==> src/rtl/iec_host_tx.sv <==
// Host-side IEC serial-bus talker: sends one byte per request, with optional ATN framing,
// EOI handshake, frame acknowledge and timeouts. All timing is in ce ticks (1 us).
module iec_host_tx #(
  parameter int T_PRESENT = 1000,
  parameter int T_SETUP   = 70,
  parameter int T_VALID   = 20,
  parameter int T_FRAME   = 1000,
  parameter int T_ATN_REL = 20
) (
  input  logic       clk,
  input  logic       reset_n,
  input  logic       ce,
  input  logic [7:0] tx_data,
  input  logic       tx_valid,
  input  logic       tx_atn,
  input  logic       tx_eoi,
  input  logic       atn_release,
  output logic       tx_ready,
  output logic       tx_done,
  output logic [1:0] tx_err,
  input  logic       iec_atn_i,
  input  logic       iec_clk_i,
  input  logic       iec_data_i,
  output logic       iec_atn_o,
  output logic       iec_clk_o,
  output logic       iec_data_o,
  output logic [3:0] fsm_state
);

  function automatic int imax(input int a, input int b);
    return (a > b) ? a : b;
  endfunction

  localparam int T_MAX = imax(imax(imax(T_PRESENT, T_SETUP), imax(T_VALID, T_FRAME)), T_ATN_REL);
  localparam int CW    = $clog2(T_MAX + 1);

  typedef enum logic [3:0] {
    S_IDLE, S_ATN_WAIT, S_READY, S_EOI_LOW, S_EOI_HIGH,
    S_BIT_SETUP, S_BIT_VALID, S_ACK_WAIT, S_REL_WAIT
  } state_t;

  state_t        state_q, state_d;
  logic [CW-1:0] cnt_q;
  logic [7:0]    data_q;
  logic          eoi_q, rel_q;
  logic [2:0]    bit_idx;
  logic          atn_held, clk_held;
  logic          accept, finish, timed;
  logic [1:0]    finish_err;

  // The talker never needs to read back ATN or CLK; only DATA carries listener responses.
  logic unused_lines;
  assign unused_lines = iec_atn_i ^ iec_clk_i;

  assign fsm_state = state_q;

  // Handshake: a byte is taken on a ce cycle where tx_valid & tx_ready; tx_done is a
  // one-clk pulse and tx_err is meaningful only while tx_done is high.
  always_ff @(posedge clk) begin
    if (!reset_n) begin
      state_q  <= S_IDLE;
      cnt_q    <= '0;
      data_q   <= '0;
      eoi_q    <= 1'b0;
      rel_q    <= 1'b0;
      bit_idx  <= '0;
      atn_held <= 1'b0;
      clk_held <= 1'b0;
      tx_done  <= 1'b0;
      tx_err   <= 2'd0;
    end else begin
      state_q <= state_d;
      tx_done <= finish;
      tx_err  <= finish_err;
      if (state_d != state_q) cnt_q <= '0;
      else if (ce && timed)   cnt_q <= cnt_q + CW'(1);
      if (accept) begin
        data_q  <= tx_data;
        eoi_q   <= tx_eoi;
        rel_q   <= atn_release;
        bit_idx <= '0;
        if (tx_atn) atn_held <= 1'b1;
      end
      if (state_q == S_BIT_VALID && state_d == S_BIT_SETUP) bit_idx <= bit_idx + 3'd1;
      if (finish) begin
        if (finish_err == 2'd0) begin
          clk_held <= 1'b1;
        end else begin
          clk_held <= 1'b0;
          atn_held <= 1'b0;
        end
      end
      if (state_q == S_REL_WAIT && state_d == S_IDLE) begin
        clk_held <= 1'b0;
        atn_held <= 1'b0;
      end
    end
  end

  always_comb begin
    state_d    = state_q;
    accept     = 1'b0;
    finish     = 1'b0;
    finish_err = 2'd0;
    timed      = state_q inside {S_ATN_WAIT, S_BIT_SETUP, S_BIT_VALID, S_ACK_WAIT, S_REL_WAIT};
    if (ce) begin
      unique case (state_q)
        S_IDLE: if (tx_valid) begin
          accept  = 1'b1;
          state_d = tx_atn ? S_ATN_WAIT : S_READY;
        end
        S_ATN_WAIT: begin
          if (!iec_data_i) begin
            state_d = S_READY;
          end else if (cnt_q == CW'(T_PRESENT - 1)) begin
            finish     = 1'b1;
            finish_err = 2'd1;
            state_d    = S_IDLE;
          end
        end
        S_READY:    if (iec_data_i)  state_d = eoi_q ? S_EOI_LOW : S_BIT_SETUP;
        S_EOI_LOW:  if (!iec_data_i) state_d = S_EOI_HIGH;
        S_EOI_HIGH: if (iec_data_i)  state_d = S_BIT_SETUP;
        S_BIT_SETUP: if (cnt_q == CW'(T_SETUP - 1)) state_d = S_BIT_VALID;
        S_BIT_VALID: if (cnt_q == CW'(T_VALID - 1))
          state_d = (bit_idx == 3'd7) ? S_ACK_WAIT : S_BIT_SETUP;
        S_ACK_WAIT: begin
          if (!iec_data_i) begin
            finish  = 1'b1;
            state_d = rel_q ? S_REL_WAIT : S_IDLE;
          end else if (cnt_q == CW'(T_FRAME - 1)) begin
            finish     = 1'b1;
            finish_err = 2'd2;
            state_d    = S_IDLE;
          end
        end
        S_REL_WAIT: if (cnt_q == CW'(T_ATN_REL - 1)) state_d = S_IDLE;
        default: state_d = S_IDLE;
      endcase
    end
  end

  // Line drive is a pure function of state; ATN and the idle CLK hold persist across bytes.
  always_comb begin
    tx_ready   = (state_q == S_IDLE);
    iec_atn_o  = atn_held;
    iec_clk_o  = 1'b0;
    iec_data_o = 1'b0;
    unique case (state_q)
      S_IDLE:      iec_clk_o = clk_held;
      S_ATN_WAIT,
      S_ACK_WAIT,
      S_REL_WAIT:  iec_clk_o = 1'b1;
      S_BIT_SETUP: begin
        iec_clk_o  = 1'b1;
        iec_data_o = ~data_q[bit_idx];
      end
      S_BIT_VALID: iec_data_o = ~data_q[bit_idx];
      default:     iec_clk_o = 1'b0;
    endcase
  end

endmodule

==> config.mk <==
export PLATFORM = sky130hd
export DESIGN_NAME = iec_host_tx
export DESIGN_NICKNAME = d
export VERILOG_FILES = /design/src/rtl/iec_host_tx.sv
export SDC_FILE = /design/constraint.sdc
export NUM_CORES = 1
export LEC_CHECK = 0
export ABC_CLOCK_PERIOD_IN_PS = 4400
export BUFFER_PORTS_ARGS = -buffer_cell sky130_fd_sc_hd__clkbuf_2
export CAP_MARGIN = 20
export CELL_PAD_IN_SITES_DETAIL_PLACEMENT = 0
export CELL_PAD_IN_SITES_GLOBAL_PLACEMENT = 1
export CORE_MARGIN = 2
export CORE_UTILIZATION = 45
export CTS_CLUSTER_DIAMETER = 120
export DETAILED_ROUTE_END_ITERATION = 10
export GPL_TIMING_DRIVEN = 0
export PLACE_DENSITY_LB_ADDON = 0.1
export SYNTH_ARGS = -nofsm -noshare
export SYNTH_HDL_FRONTEND = slang
export SYNTH_SLANG_ARGS = --single-unit
==> constraint.sdc <==
create_clock -name clk -period 4.4 [get_ports clk]
set_input_delay 0.44 -clock clk [delete_from_list [all_inputs] [get_ports clk]]
set_output_delay 0.44 -clock clk [all_outputs]
set_load 0.02 [all_outputs]
==> results of run 1 <==
logic make-up (layout without fill, tap and decap cells):
kind of cell | count (synthesis) | count (layout)
AO/OA/AOI/OAI | 39 | 39
XOR/XNOR | 11 | 11
adder cells (fa/ha/maj) | 4 | 4
buffers and inverters | 19 | 52
flip-flops | 32 | 32
multiplexers | 7 | 7
AND/OR/NAND/NOR | 127 | 127
final cells by class:
cell class / instances / area [µm²]
multi-input combinational: 188 / 1190
timing repair buffer: 25 / 125
inverter: 6 / 22.5
buffer: 13 / 71.3
fill: 409 / 1850
clock inverter: 1 / 7.51
sequential: 32 / 641
tap: 50 / 62.6
clock buffer: 7 / 86.3
registers in the layout (all words and copies together) (netlist names):
name / cells
cnt_q: 10
data_q: 8
fsm_state: 4
bit_idx: 3
tx_err: 2
clk_held: 1
eoi_q: 1
iec_atn_o: 1
rel_q: 1
tx_done: 1
power breakdown:
group | internal, mW | switching, mW
Combinational | 0.0429 | 0.0746
Sequential | 0.298 | 0.00847
Clock | 0.127 | 0.109
layout by cell type, fill, tap and decap left out, types with 3 or more instances in the layout:
cell	synthesis	routed
a21oi_1	17	17
and3_1	4	4
buf_2	3	3
clkbuf_1	6	7
clkbuf_2	0	25
clkbuf_8	0	6
dfxtp_1	32	32
ha_1	4	4
inv_1	6	6
mux2i_1	4	4
nand2_1	44	44
nand3_1	13	13
nand4_1	7	7
nand4b_1	3	3
nor2_1	11	11
nor2b_1	4	4
nor3_1	14	14
nor3b_1	4	4
nor4_1	6	6
o21ai_0	4	4
or3_1	4	4
xor2_1	9	9
tightest hold or removal path, delay by kind of cell:
family,cells,cell delay (ns)
AO/OA/AOI/OAI,1,0.05
buffers and inverters,1,0.08
AND/OR/NAND/NOR,1,0.04
worst paths after layout:
check | start | to | slack [ns] | cells past startpoint
setup / recovery | cnt_q[0]$_SDFFE_PP0P_ | cnt_q[6]$_SDFFE_PP0P_ | 1.93 | 7
hold / removal | tx_data[1] | data_q[1]$_SDFFE_PN0P_ | 0.37 | 3
hold reg to reg | data_q[6]$_SDFFE_PN0P_ | data_q[6]$_SDFFE_PN0P_ | 0.45 | 2
setup reg to reg | cnt_q[0]$_SDFFE_PP0P_ | cnt_q[6]$_SDFFE_PP0P_ | 1.93 | 7
stage by stage:
| stage | setup slack (ns) | power (mW) | hold WS, ns | instance area (µm²) |
|---|---|---|---|---|
| global route | 1.65 | 0.697 | 0.371 | 2210 |
| detailed placement | 1.93 | 0.431 | 0.448 | 2110 |
| finish | 1.93 | 0.661 | 0.366 | 2210 |
| floorplan | 2.21 | 0.394 | 0.425 | 1930 |
| global placement | 1.97 | 0.432 | 0.443 | 2110 |
| CTS | 1.91 | 0.671 | 0.358 | 2210 |
layer usage:
metal	GRT usage	share of wire
met5	0	0
met2	0.313	0.42
met3	0.0640	0.049
met4	0.107	0.037
met1	0.285	0.49
==> results.toml, run 1 <==
[sta]
setup_viol_count_final = 0
hold_viol = 0
drv_slew = 0
rsz0062_at_grt = "no"
finClkSkew_ns = 0.00496
slew_headroom = 0.520
fin_crit_sh = 0.562
min_period_ns = 2.47
tns_ns = 0
tightest_slew_ns = 0.715
fmax_ghz = 0.405

[detailed_routing]
ant_nets = 0
vias = 1828
finalWirelength_um = 4840
wl_per_cell_um = 15.0
drtIter0Drc = 91
dr.pass1.iters = 4
drc_errors = 0
viasPerCell = 5.68

[synthesis]
yosysMostFrequentCell = "nand2_1"
syn_inst = 239
synth-simple-area-share = 0.354
avgSynthCellArea_um2 = 8.06
ys_seq_area_frac = 0.332
synth.area.top_cells = "dfxtp_1 33%, nand2_1 8.6%, a21oi_1 4.4%"
synth_compound_gate_area_share = 0.133
yosysTopAreaCell = "dfxtp_1"
synthAdderAreaFrac = 0.0260
synth-seq-cells = 32
synthTopCellsByCount = "44 x nand2_1, 32 x dfxtp_1, 17 x a21oi_1"
synth_top_area_share = 0.332
async_flop_share = 0
synth_ff_type = "dfxtp_1"
yosysWarningCount = 0
syn_nets = 261
synth.distinct_cells = 53
synth_top_family_by_area = "simple AND/OR/NAND/NOR gates"
synth_mux_area_frac = 0.0558
yosys.area_share.xor_xnor = 0.0500
syn_area_mm2 = 0.00193
synth_edf_count = 0

[placement]
dp_cells = 314
portBuffers = 25
dpl.hpwl_um = 3570
gp_congestion = 0.957

[cts]
cts_root_buf = "clkbuf_8"
clkTransAtPathRegs_ns = 0.07
clk-insertion-delay-late_ns = 0.29
cts_buffers = 5
cts_tree = "yes"
cts.htree.levels = 2
cts_resized = 0
numClockSinks = 32
cts_hold_buf = 0
clockBufferDepth = 2
cts_setup_buffers = 0

[die]
die-area_mm2 = 0.00482
core-area_mm2 = 0.00406
num_rows = 23
die_h_um = 69.4
fp.dieW_um = 69.4
start_util = 0.475
pin_count = 29

[power]
p_leak_nw = 0.895
peakVddDrop_v = 0.000156
p_per_area_mw_per_mm2 = 299

[finish]
diodes = 0
drive_above_1_share = 0.176
area_delta_synth_final_pct = 14.6
final_cells = 322
fin_util = 0.544
nets = 293

[grt]
gr-total-overflow = 0
grt_max_degree = 11
grt_pass1_wl_um = 8220
grt_pass1_vias = 1656
grt_use_total = 0.214
antenna_found_initial = 0

[critical_path]
cp_top_family = "simple AND/OR/NAND/NOR gates"
max_stage_delay_ns = 0.45
cp-start-kind = "flip-flop"
worst_setup_path_end_kind = "flip-flop"
critPathRequiredTime_ns = 4.55
cp_slowest_cell = "dfxtp_1"
critPathMaxFanout = 10
arrival_ns = 2.63
crit_path_cell_trace = "ha_1 -> nor4bb_1 -> nand3_1 -> o21ai_0 -> a31o_2 -> mux2i_4 -> nor3_1"
crit_buf_inv = 0
critPathKind = "reg -> reg"

[job]
cap_viol_max_count = 0

[min_path]
hold_path.class = "in -> reg"

[status]
status = "finished clean"
Power figures use the tool's default switching activity.
==> run 2, diff against run 1 <==
Settings changed: ABC_CLOCK_PERIOD_IN_PS 4400 to 2200, CORE_UTILIZATION 45 to 38.
Clock period 4.4 ns to 2.2 ns, I/O delays scaled along.
==> run 2 against run 1 <==
Clock skew is 0.0041 ns higher. Die area is 17% higher. Largest cell class unchanged. Total power grew 110%. Design area increased by 14%. Critical path depth increased by 2. Clock-buffer cell count down 2. Hold slack worse by 0.22 ns. Critical endpoint is now cnt_q[7]$_SDFFE_PP0P_.
==> results.toml, run 2 (synthesis results as in run 1) <==
[sta]
drv_slew = 0
finClkSkew_ns = 0.00906
rsz0062_at_grt = "yes"
tightest_slew_ns = 0.526
tns_ns = 0
fin_crit_sh = 0.975
min_period_ns = 2.15
hold_viol = 0
setup_slack_ns = 0.0547
worst_hold_slack_ns = 0.146
setup_viol_count_final = 0
fmax_ghz = 0.466
slew_headroom = 0.649

[die]
die_h_um = 75.2
pin_count = 29
die-area_mm2 = 0.00566
start_util = 0.400
num_rows = 25
core-area_mm2 = 0.00482
fp.dieW_um = 75.2

[grt]
grt_max_degree = 12
grt_use_total = 0.199
grt_pass1_wl_um = 8460
antenna_found_initial = 0
met3_usage = 0.0428
gr-total-overflow = 0
grt_pass1_vias = 1729
grt_util_met1 = 0.270
busiest_layer = "met2"
grt_use_met2 = 0.315

[critical_path]
cp-start-kind = "flip-flop"
worst_setup_path_end_kind = "flip-flop"
critPathRequiredTime_ns = 2.41
critPathMaxFanout = 9
arrival_ns = 2.36
critPathKind = "reg -> reg"

[power]
power_mw = 1.38
peakVddDrop_v = 0.000317
p_leak_nw = 0.977
p_per_area_mw_per_mm2 = 550

[cts]
cts_tree = "yes"
cts_root_buf = "clkbuf_8"
cts.htree.levels = 2
cts_buffers = 5
numClockSinks = 32
clk-insertion-delay-late_ns = 0.29
clockBufferDepth = 2
clkTransAtPathRegs_ns = 0.07

[finish]
area_delta_synth_final_pct = 30.1
layout_commonest_cell = "nand2_1"
postLayoutCellArea_mm2 = 0.00251
diodes = 0
largest_register_ffs = 10
final_cells = 348
final_cell_mix = "44 x nand2_1, 26 x dfxtp_1, 25 x clkbuf_2"
nets = 302
top_register = "cnt_q"
fin_util = 0.521
drive_above_1_share = 0.292

[detailed_routing]
vias = 1907
dr.pass1.iters = 4
wl_per_cell_um = 15.5
finalWirelength_um = 5380
drtIter0Drc = 74
drc_errors = 0
ant_nets = 0
viasPerCell = 5.48

[placement]
dp_cells = 331
portBuffers = 25
placedInstanceArea_mm2 = 0.00214
post-place-ws_ns = -0.237
dpl.hpwl_um = 3680
gp_congestion = 0.823

[job]
cap_viol_max_count = 0

[min_path]
hold_path.class = "in -> reg"

[status]
status = "finished clean"
-- run 2: power by group --
part / switching [mW] / total, mW / internal (mW)
registers: 0.0173 / 0.613 / 0.596
clock network: 0.229 / 0.449 / 0.220
logic: 0.183 / 0.316 / 0.133
-- run 2: cell type report --
type / count / area (µm²)
multi-input combinational: 188 / 1340
buffer: 12 / 77.6
clock buffer: 5 / 68.8
sequential: 32 / 656
inverter: 6 / 22.5
clock inverter: 3 / 18.8
tap: 67 / 83.8
timing repair buffer: 35 / 243
fill: 516 / 2310
-- run 2: layer usage --
metal	routed length, µm	share of wire	vias up
met5	0	0	-
met2	2590	0.48	55
met3	265	0.049	6
met4	84	0.016	0
met1	2440	0.45	897
li1	-	-	949
-- run 2: path summary, 6_finish.rpt --
path	start	endpoint	slack [ns]	cells past startpoint
setup / recovery	fsm_state[0]$_SDFF_PN0_	cnt_q[7]$_SDFFE_PP0P_	0.05	9
hold / removal	tx_data[4]	data_q[4]$_SDFFE_PN0P_	0.15	3
setup reg to reg	fsm_state[0]$_SDFF_PN0_	cnt_q[7]$_SDFFE_PP0P_	0.05	9
hold reg to reg	data_q[4]$_SDFFE_PN0P_	data_q[4]$_SDFFE_PN0P_	0.46	2
-- run 2: timing repair --
| action | in CTS | in global routing |
|---|---|---|
| hold buffers | 0 | 0 |
| gates resized for setup | 6 | 34 |
| endpoints found under the hold margin | 0 | 0 |
| buffers inserted | 2 | 7 |
| cloned | 0 | 1 |
| endpoints found under the setup margin | 13 | 13 |
| pin swaps | 1 | 11 |
-- run 2: worst max-delay path, stage by stage (launching register included) --
cell and delay, ns:
dfxtp_2 0.32, buf_6 0.12, buf_4 0.13, or3b_1 0.36, and3_4 0.19, buf_6 0.13, nor4_1 0.35, xor2_1 0.19
nand2_1 0.11, nor3_4 0.15
